File: config.mk
export PLATFORM = sky130hd
export DESIGN_NAME = id_ex_stage
export DESIGN_NICKNAME = d
export VERILOG_FILES = /design/src/rtl/pipe_pkg.sv /design/src/rtl/hazard_detect_unit.sv /design/src/rtl/id_ex_stage.sv
export SDC_FILE = /design/constraint.sdc
export NUM_CORES = 1
export LEC_CHECK = 0
export ABC_AREA = 1
export CAP_MARGIN = 5
export CORE_MARGIN = 2
export CORE_UTILIZATION = 44
export CTS_CLUSTER_SIZE = 16
export DETAILED_ROUTE_END_ITERATION = 10
export PLACE_DENSITY = 0.86
export SLEW_MARGIN = 20
export SYNTH_ARGS = -nofsm -noshare
export SYNTH_HDL_FRONTEND = slang
export SYNTH_SLANG_ARGS = --single-unit
File: constraint.sdc
create_clock -name clk -period 4.76 [get_ports clk]
set_input_delay 0.714 -clock clk [delete_from_list [all_inputs] [get_ports clk]]
set_output_delay 0.714 -clock clk [all_outputs]
set_load 0.01 [all_outputs]
File: src/rtl/pipe_pkg.sv
`default_nettype none
// ============================================================================
// Module      : pipe_pkg
// Description : Shared definitions for the pipeline registers (ID/EX, EX/MEM,
//               MEM/WB): widths, ALUOp encodings and the bubble control word.
// Revision    : 1.0  initial release
// ============================================================================
package pipe_pkg;

  localparam int DATA_W     = 32;
  localparam int REG_ADDR_W = 5;

  localparam logic [1:0] ALUOP_RTYPE = 2'b10;
  localparam logic [1:0] ALUOP_NOP   = 2'b11;

  // Decoder control bits carried down the pipe with an instruction
  typedef struct packed {
    logic       reg_write;
    logic [1:0] alu_op;
    logic       mem_write;
    logic       mem_read;
  } ctrl_t;

  // Control word of an empty slot: never writes architectural state
  localparam ctrl_t CTRL_BUBBLE = ctrl_t'({1'b0, ALUOP_NOP, 1'b0, 1'b0});

endpackage
`default_nettype wire

File: src/rtl/hazard_detect_unit.sv
`default_nettype none
// ============================================================================
// Module      : hazard_detect_unit
// Description : Load-use hazard detector. Flags when the instruction in ID
//               reads the register a load sitting in EX has yet to deliver.
// Revision    : 1.0  initial release
// ============================================================================
module hazard_detect_unit #(
  parameter int REG_ADDR_W = 5
) (
  input  logic                  ex_valid_i,
  input  logic                  ex_mem_read_i,
  input  logic [REG_ADDR_W-1:0] ex_rt_i,
  input  logic                  id_valid_i,
  input  logic [REG_ADDR_W-1:0] id_rs_i,
  input  logic [REG_ADDR_W-1:0] id_rt_i,
  output logic                  load_use_stall_o
);

  logic w_ex_is_load;
  logic w_src_match;

  // $0 is hard-wired zero, so a load targeting it can never create a hazard
  always_comb begin
    w_ex_is_load     = ex_valid_i & ex_mem_read_i & (ex_rt_i != '0);
    w_src_match      = (ex_rt_i == id_rs_i) | (ex_rt_i == id_rt_i);
    load_use_stall_o = id_valid_i & w_ex_is_load & w_src_match;
  end

endmodule
`default_nettype wire

File: src/rtl/id_ex_stage.sv
`default_nettype none
// ============================================================================
// Module      : id_ex_stage
// Description : ID/EX pipeline register. Latches decoder control, operands and
//               register indices; inserts a bubble on load-use hazards, honours
//               flush and global hold, counts inserted load-use bubbles.
// Revision    : 1.0  initial release
// ============================================================================
module id_ex_stage #(
  parameter int DATA_W     = pipe_pkg::DATA_W,
  parameter int REG_ADDR_W = pipe_pkg::REG_ADDR_W,
  parameter int CNT_W      = 16
) (
  input  logic                  clk,
  input  logic                  rst,
  input  logic                  id_valid,
  input  logic                  id_RegWrite,
  input  logic [1:0]            id_ALUOp,
  input  logic                  id_MemWrite,
  input  logic                  id_MemRead,
  input  logic [DATA_W-1:0]     id_rs_data,
  input  logic [DATA_W-1:0]     id_rt_data,
  input  logic [REG_ADDR_W-1:0] id_rs,
  input  logic [REG_ADDR_W-1:0] id_rt,
  input  logic [REG_ADDR_W-1:0] id_rd,
  input  logic [5:0]            id_funct,
  input  logic                  flush,
  input  logic                  hold,
  output logic                  ex_valid,
  output logic                  ex_RegWrite,
  output logic [1:0]            ex_ALUOp,
  output logic                  ex_MemWrite,
  output logic                  ex_MemRead,
  output logic [DATA_W-1:0]     ex_rs_data,
  output logic [DATA_W-1:0]     ex_rt_data,
  output logic [REG_ADDR_W-1:0] ex_rs,
  output logic [REG_ADDR_W-1:0] ex_rt,
  output logic [REG_ADDR_W-1:0] ex_rd,
  output logic [5:0]            ex_funct,
  output logic                  load_use_stall,
  output logic [CNT_W-1:0]      bubble_cnt
);

  import pipe_pkg::*;

  logic                  valid_q,   valid_d;
  ctrl_t                 ctrl_q,    ctrl_d;
  logic [DATA_W-1:0]     rs_data_q, rs_data_d;
  logic [DATA_W-1:0]     rt_data_q, rt_data_d;
  logic [REG_ADDR_W-1:0] rs_q,      rs_d;
  logic [REG_ADDR_W-1:0] rt_q,      rt_d;
  logic [REG_ADDR_W-1:0] rd_q,      rd_d;
  logic [5:0]            funct_q,   funct_d;
  logic [CNT_W-1:0]      cnt_q,     cnt_d;

  logic                  w_stall;
  ctrl_t                 w_id_ctrl;

  hazard_detect_unit #(
    .REG_ADDR_W (REG_ADDR_W)
  ) u_hazard (
    .ex_valid_i       (valid_q),
    .ex_mem_read_i    (ctrl_q.mem_read),
    .ex_rt_i          (rt_q),
    .id_valid_i       (id_valid),
    .id_rs_i          (id_rs),
    .id_rt_i          (id_rt),
    .load_use_stall_o (w_stall)
  );

  // Next-state selection: flush > hold > load-use bubble > normal capture
  always_comb begin
    w_id_ctrl = ctrl_t'({id_RegWrite, id_ALUOp, id_MemWrite, id_MemRead});

    valid_d   = valid_q;
    ctrl_d    = ctrl_q;
    rs_data_d = rs_data_q;
    rt_data_d = rt_data_q;
    rs_d      = rs_q;
    rt_d      = rt_q;
    rd_d      = rd_q;
    funct_d   = funct_q;
    cnt_d     = cnt_q;

    if (flush || (!hold && w_stall)) begin
      // Bubble: payload is zeroed so a dead slot never aliases a live index
      valid_d   = 1'b0;
      ctrl_d    = CTRL_BUBBLE;
      rs_data_d = '0;
      rt_data_d = '0;
      rs_d      = '0;
      rt_d      = '0;
      rd_d      = '0;
      funct_d   = '0;
      // Only a genuine load-use bubble is counted, and it saturates
      if (!flush && (cnt_q != {CNT_W{1'b1}})) begin
        cnt_d = cnt_q + CNT_W'(1);
      end
    end else if (!hold) begin
      valid_d   = id_valid;
      ctrl_d    = id_valid ? w_id_ctrl : CTRL_BUBBLE;
      rs_data_d = id_rs_data;
      rt_data_d = id_rt_data;
      rs_d      = id_rs;
      rt_d      = id_rt;
      rd_d      = id_rd;
      funct_d   = id_funct;
    end
  end

  // Pipeline register with synchronous reset to the bubble state
  always_ff @(posedge clk) begin
    if (rst) begin
      valid_q   <= 1'b0;
      ctrl_q    <= CTRL_BUBBLE;
      rs_data_q <= '0;
      rt_data_q <= '0;
      rs_q      <= '0;
      rt_q      <= '0;
      rd_q      <= '0;
      funct_q   <= '0;
      cnt_q     <= '0;
    end else begin
      valid_q   <= valid_d;
      ctrl_q    <= ctrl_d;
      rs_data_q <= rs_data_d;
      rt_data_q <= rt_data_d;
      rs_q      <= rs_d;
      rt_q      <= rt_d;
      rd_q      <= rd_d;
      funct_q   <= funct_d;
      cnt_q     <= cnt_d;
    end
  end

  assign ex_valid       = valid_q;
  assign ex_RegWrite    = ctrl_q.reg_write;
  assign ex_ALUOp       = ctrl_q.alu_op;
  assign ex_MemWrite    = ctrl_q.mem_write;
  assign ex_MemRead     = ctrl_q.mem_read;
  assign ex_rs_data     = rs_data_q;
  assign ex_rt_data     = rt_data_q;
  assign ex_rs          = rs_q;
  assign ex_rt          = rt_q;
  assign ex_rd          = rd_q;
  assign ex_funct       = funct_q;
  assign load_use_stall = w_stall;
  assign bubble_cnt     = cnt_q;

endmodule
`default_nettype wire
; Word level (Yosys, flattened, before mapping)
; Cells that the tools add are included.
; Widths: inputs -> output; s select.
[op_classes]
n_eq_ne = 3
n_mux = 1
bitwise = 5
addsub = 1
n_reduce_logical = 8
[ops]
columns = op, n
row1 = $add 16x1->16 const B, 1
row2 = $ne 16x16->1 const B, 1
row3 = $eq 5x5->1, 2
row4 = $mux 5, 1
row5 = $reduce_bool 5->1, 1
row6 = $and 1x1->1, 4
row7 = $logic_and 1x1->1, 2
row8 = $logic_not 1->1, 2
row9 = $reduce_and 2->1, 1
row10 = $reduce_or 2->1, 1
row11 = $logic_or 1x1->1, 1
row12 = $or 1x1->1, 1
[word_totals]
inputBits = 95
register_bits = 107
word_cells = 30
out_inout_bits = 108

; Depth between registers and ports, before layout
[depth]
ltp_word = 7
depth_mapped = 12

; Modules after synthesis
; From an unflattened synthesis, not the netlist that was laid out.
[hier_totals]
cells_unflattened = 601
hier_area_um2 = 4376.7
[by_module_without_submodules]
columns = module, seq_area_each_um2, n_inst, area_per_inst_um2, cells_each
row1 = id_ex_stage, 2142.1, 1, 4177.8, 556
row2 = hazard_detect_unit, 0.0, 1, 198.9, 45

; Worst setup path before layout
; OpenSTA, ideal clock, no wires.
[synth_path]
kind = input -> output
startpoint = in id_rt[4]
endpoint = out load_use_stall
setup_slack_ns = 2.789
arrival_time_ns = 1.257
stages = 6
cell_sequence = inv_1 nand2_1 nand2_1 nor2_1 nand3_1 a21oi_1
[synth_via]
elab_chain_len = 3
[synth_lines]
columns = item, line
row1 = from (decl), id_ex_stage.sv:24  ; input logic [REG_ADDR_W-1:0] id_rt,
row2 = $eq 5x5->1, hazard_detect_unit.sv:26  ; w_src_match = (ex_rt_i == id_rs_i) | (ex_rt_i == id_rt_i);
row3 = $or 1x1->1, hazard_detect_unit.sv:26
row4 = $and 1x1->1, hazard_detect_unit.sv:27  ; load_use_stall_o = id_valid_i & w_ex_is_load & w_src_match;
row5 = to (decl), id_ex_stage.sv:40  ; output logic load_use_stall,
; No other way between the ends.

; Worst setup path in the final report
[layout_path]
startpoint = in id_rs[0]
endpoint = out load_use_stall
[layout_via]
elab_chain_len = 3
[layout_lines]
columns = item, line
row1 = from (decl), id_ex_stage.sv:23  ; input logic [REG_ADDR_W-1:0] id_rs,
row2 = $eq 5x5->1, hazard_detect_unit.sv:26
row3 = $or 1x1->1, hazard_detect_unit.sv:26
row4 = $and 1x1->1, hazard_detect_unit.sv:27
; No other way between the ends.

==> run_results.csv <==
group,metric,value,unit
status,outcome,"finished, final reports clean",
route,wl,12140,um
timing,finClkSkew,0.01795,ns
global_routing,grt_pass1_vias,4147,
timing,finalSetupViolations,0,
power_and_ir_drop,p_leak,2.438,nW
placement,port_buffers,202,
floorplanning,die_h,101.6,um
route,viasPerCell,4.928,
setup_path,cp.required,4.05,ns
floorplanning,start_util,45.34,%
timing,finalHoldViolCount,0,
power_and_ir_drop,power_density,264.2,nW/um^2
synthesis,syn_avg_cell_area,7.198,um^2
setup_path,crit_type,"in -> out",
route,dr_total_vias,4440,
floorplanning,rows,35,
global_routing,track_usage,22.68,%
clock_tree,cts.htree.levels,3,
floorplanning,ioPinCount,203,
finish,multi_input_area,1807,um^2
placement,placed_area,6260,um^2
timing,period_share,66.05,%
clock_tree,cts_buffer_depth,2,
global_routing,grt_pass1_wl,19000,um
clock_tree,cts_tree,"done",
synthesis,netlist_area,4189,um^2
clock_tree,holdBufCountCts,0,
placement,post-dp-hpwl,8843,um
synthesis,ys_warn_count,0,
floorplanning,coreArea,9240,um^2
clock_tree,cts_num_sinks,107,
global_routing,grt_max_degree,91,
setup_path,worst_setup_path_end_kind,"output port",
clock_tree,clkTransAtPathRegs,0.11,ns
timing,max_freq,318.1,MHz
timing,rsz0062_at_grt,"no",
finish,fillers,761,
placement,place.gp.congestion,0.9035,
setup_path,worstPathArrival,2.43,ns
route,drt-wirelength-per-cell,13.48,um
global_routing,overflow,0,
finish,drive_gt1_share,3.886,%
synthesis,ys_ff_latch,107,
route,drt_iter0_drc,177,
finish,num_antenna_cells,0,
timing,slew_headroom,41.48,%
clock_tree,post-cts-setup-buffer-count,0,
timing,worstMarginPinSlew,0.8778,ns
clock_tree,clock-root-buffer,"clkbuf_8",
global_routing,antenna_found_initial,0,
route,drc,0,
floorplanning,die_x,101.6,um
clock_tree,numCtsBuffers,9,
global_routing,grt.busiest_layer,"met2",
finish,final_nets,863,
synthesis,synthCells,582,
route,first_pass_iters,4,
finish,fin_area,6445,um^2
finish,syn_to_final_growth,53.85,%
setup_path,crit_path_max_fanout,2,
timing,fin_setup_tns,0,ns
clock_tree,cts_resized,0,
synthesis,ys_types,27,
synthesis,syn_nets,678,
global_routing,met2_usage,39.98,%
finish,area.sequential,2142,um^2
power_and_ir_drop,worst_ir_drop_vdd,0.1817,mV
timing,final_max_slew_viol_count,0,
synthesis,synth.yosys.seq_area_share,51.14,%
global_routing,gr-usage-met3,7.591,%
min_path,min-delay-path-class,"reg -> reg",
floorplanning,dieArea,10320,um^2
setup_path,critPathLaunchType,"input pin",
timing,min_period,3.144,ns
clock_tree,clock_latency,0.35,ns
flow_run,cap_viol_max_count,0,
global_routing,use_met1,25.83,%
route,ant_nets,0,
metal layers:
layer,routed length (um),part of all wire (%)
met5,0,0
met4,262,2.2
met3,1078,8.9
met2,6050,50
met1,4750,39
layout make-up:
type	instances	area share (%)
Clock buffer	11	2.194
Clock inverter	5	0.6795
Inverter	26	1.514
Multi-Input combinational cell	418	28.03
Sequential cell	107	33.24
Tap cell	129	2.504
Timing Repair Buffer	205	31.84
critical path: stages:
cell and delay, ns:
clkdlybuf4s50_1 0.48, inv_1 0.06, nand2_1 0.06, nand2_1 0.05, nor2_1 0.14, nand3_1 0.13
a21oi_1 0.22, clkdlybuf4s50_1 0.58
through the flow:
stage	util, %	total power [W]	hold WS, ns	setup WS [ns]	cells
2_1_floorplan	-	0.001049	0.4803	2.789	582
3_3_place_gp	67.75	0.001192	0.4433	1.669	885
3_5_place_dp	67.75	0.001199	0.4547	1.661	885
4_1_cts	69.75	0.001718	0.4713	1.651	901
5_1_grt	69.75	0.001777	0.4928	1.522	901
6_report	69.75	0.001703	0.4691	1.616	901
placed cells by master, fill, tap and decap left out, types with 2 or more instances in the layout:
cell type / count
clkdlybuf4s50_1: 201
nand2_1: 222
o21ai_0: 10
dfxtp_1: 107
inv_2: 6
a22oi_1: 3
inv_1: 20
o22ai_1: 2
nor3_1: 2
clkbuf_8: 10
buf_4: 2
nor2_1: 56
and3_1: 2
nand3_1: 17
clkinvlp_4: 2
xnor2_1: 2
nand4_1: 3
a21oi_1: 91
cells in the mapped netlist:
| library cell | count | area, um^2 |
|---|---|---|
| xnor2_1 | 2 | 17.52 |
| o21ai_1 | 1 | 5.000 |
| nor2_4 | 1 | 11.26 |
| nor3_2 | 1 | 10.01 |
| buf_1 | 2 | 7.510 |
| inv_2 | 6 | 22.52 |
| nand3_4 | 1 | 17.52 |
| buf_2 | 9 | 45.04 |
| nand2_1 | 222 | 833.3 |
| nand4_1 | 3 | 18.77 |
| inv_1 | 20 | 75.07 |
| nand2_2 | 1 | 6.260 |
| nand3_1 | 17 | 85.08 |
| o22ai_1 | 2 | 12.51 |
| buf_4 | 2 | 15.01 |
| dfxtp_1 | 107 | 2142 |
| buf_6 | 1 | 11.26 |
| ha_1 | 1 | 12.51 |
| and3_1 | 2 | 12.51 |
| nand3_2 | 1 | 10.01 |
| o21ai_0 | 10 | 50.05 |
| a22oi_1 | 3 | 22.52 |
| nor4_1 | 1 | 6.260 |
| a21oi_1 | 91 | 455.4 |
| nor2_1 | 56 | 210.2 |
| nor3_1 | 2 | 10.01 |
| clkbuf_1 | 17 | 63.81 |
flip-flops by register name (all words and copies together) (netlist names):
name / count
ex_rs_data: 32
ex_rt_data: 32
bubble_cnt: 16
ex_funct: 6
ex_rd: 5
ex_rs: 5
ex_rt: 5
ex_ALUOp: 2
ex_MemRead: 1
ex_MemWrite: 1
ex_RegWrite: 1
ex_valid: 1
worst paths after layout:
kind | from | to | slack [ns] | cells after the start
setup reg to reg | ex_rt[2] | ex_ALUOp[0] | 2.41 | 11
hold reg to reg | ex_rs_data[16] | ex_rs_data[16] | 0.47 | 2
setup / recovery | id_rs[0] | load_use_stall | 1.62 | 8
hold / removal | ex_rs_data[16] | ex_rs_data[16] | 0.47 | 2
power breakdown:
group	switching, W	internal [W]	leakage (nW)
clock network	0.000313	0.000212	0.0881
logic	0.000108	0.000136	1.48
registers	0.0000141	0.000919	0.870
cells by family (layout without fill, tap and decap cells):
family                   count (synthesis)  in the layout  share of synthesized area (%)
AO/OA/AOI/OAI                          107            107                          13.02
XOR/XNOR                                 2              2                         0.4182
AND/OR/NAND/NOR                        308            308                          29.39
flip-flops                             107            107                          51.13
adder cells (fa/ha/maj)                  1              1                         0.2986
buffers and inverters                   57            247                          5.735
Power figures use the tool's default switching activity.
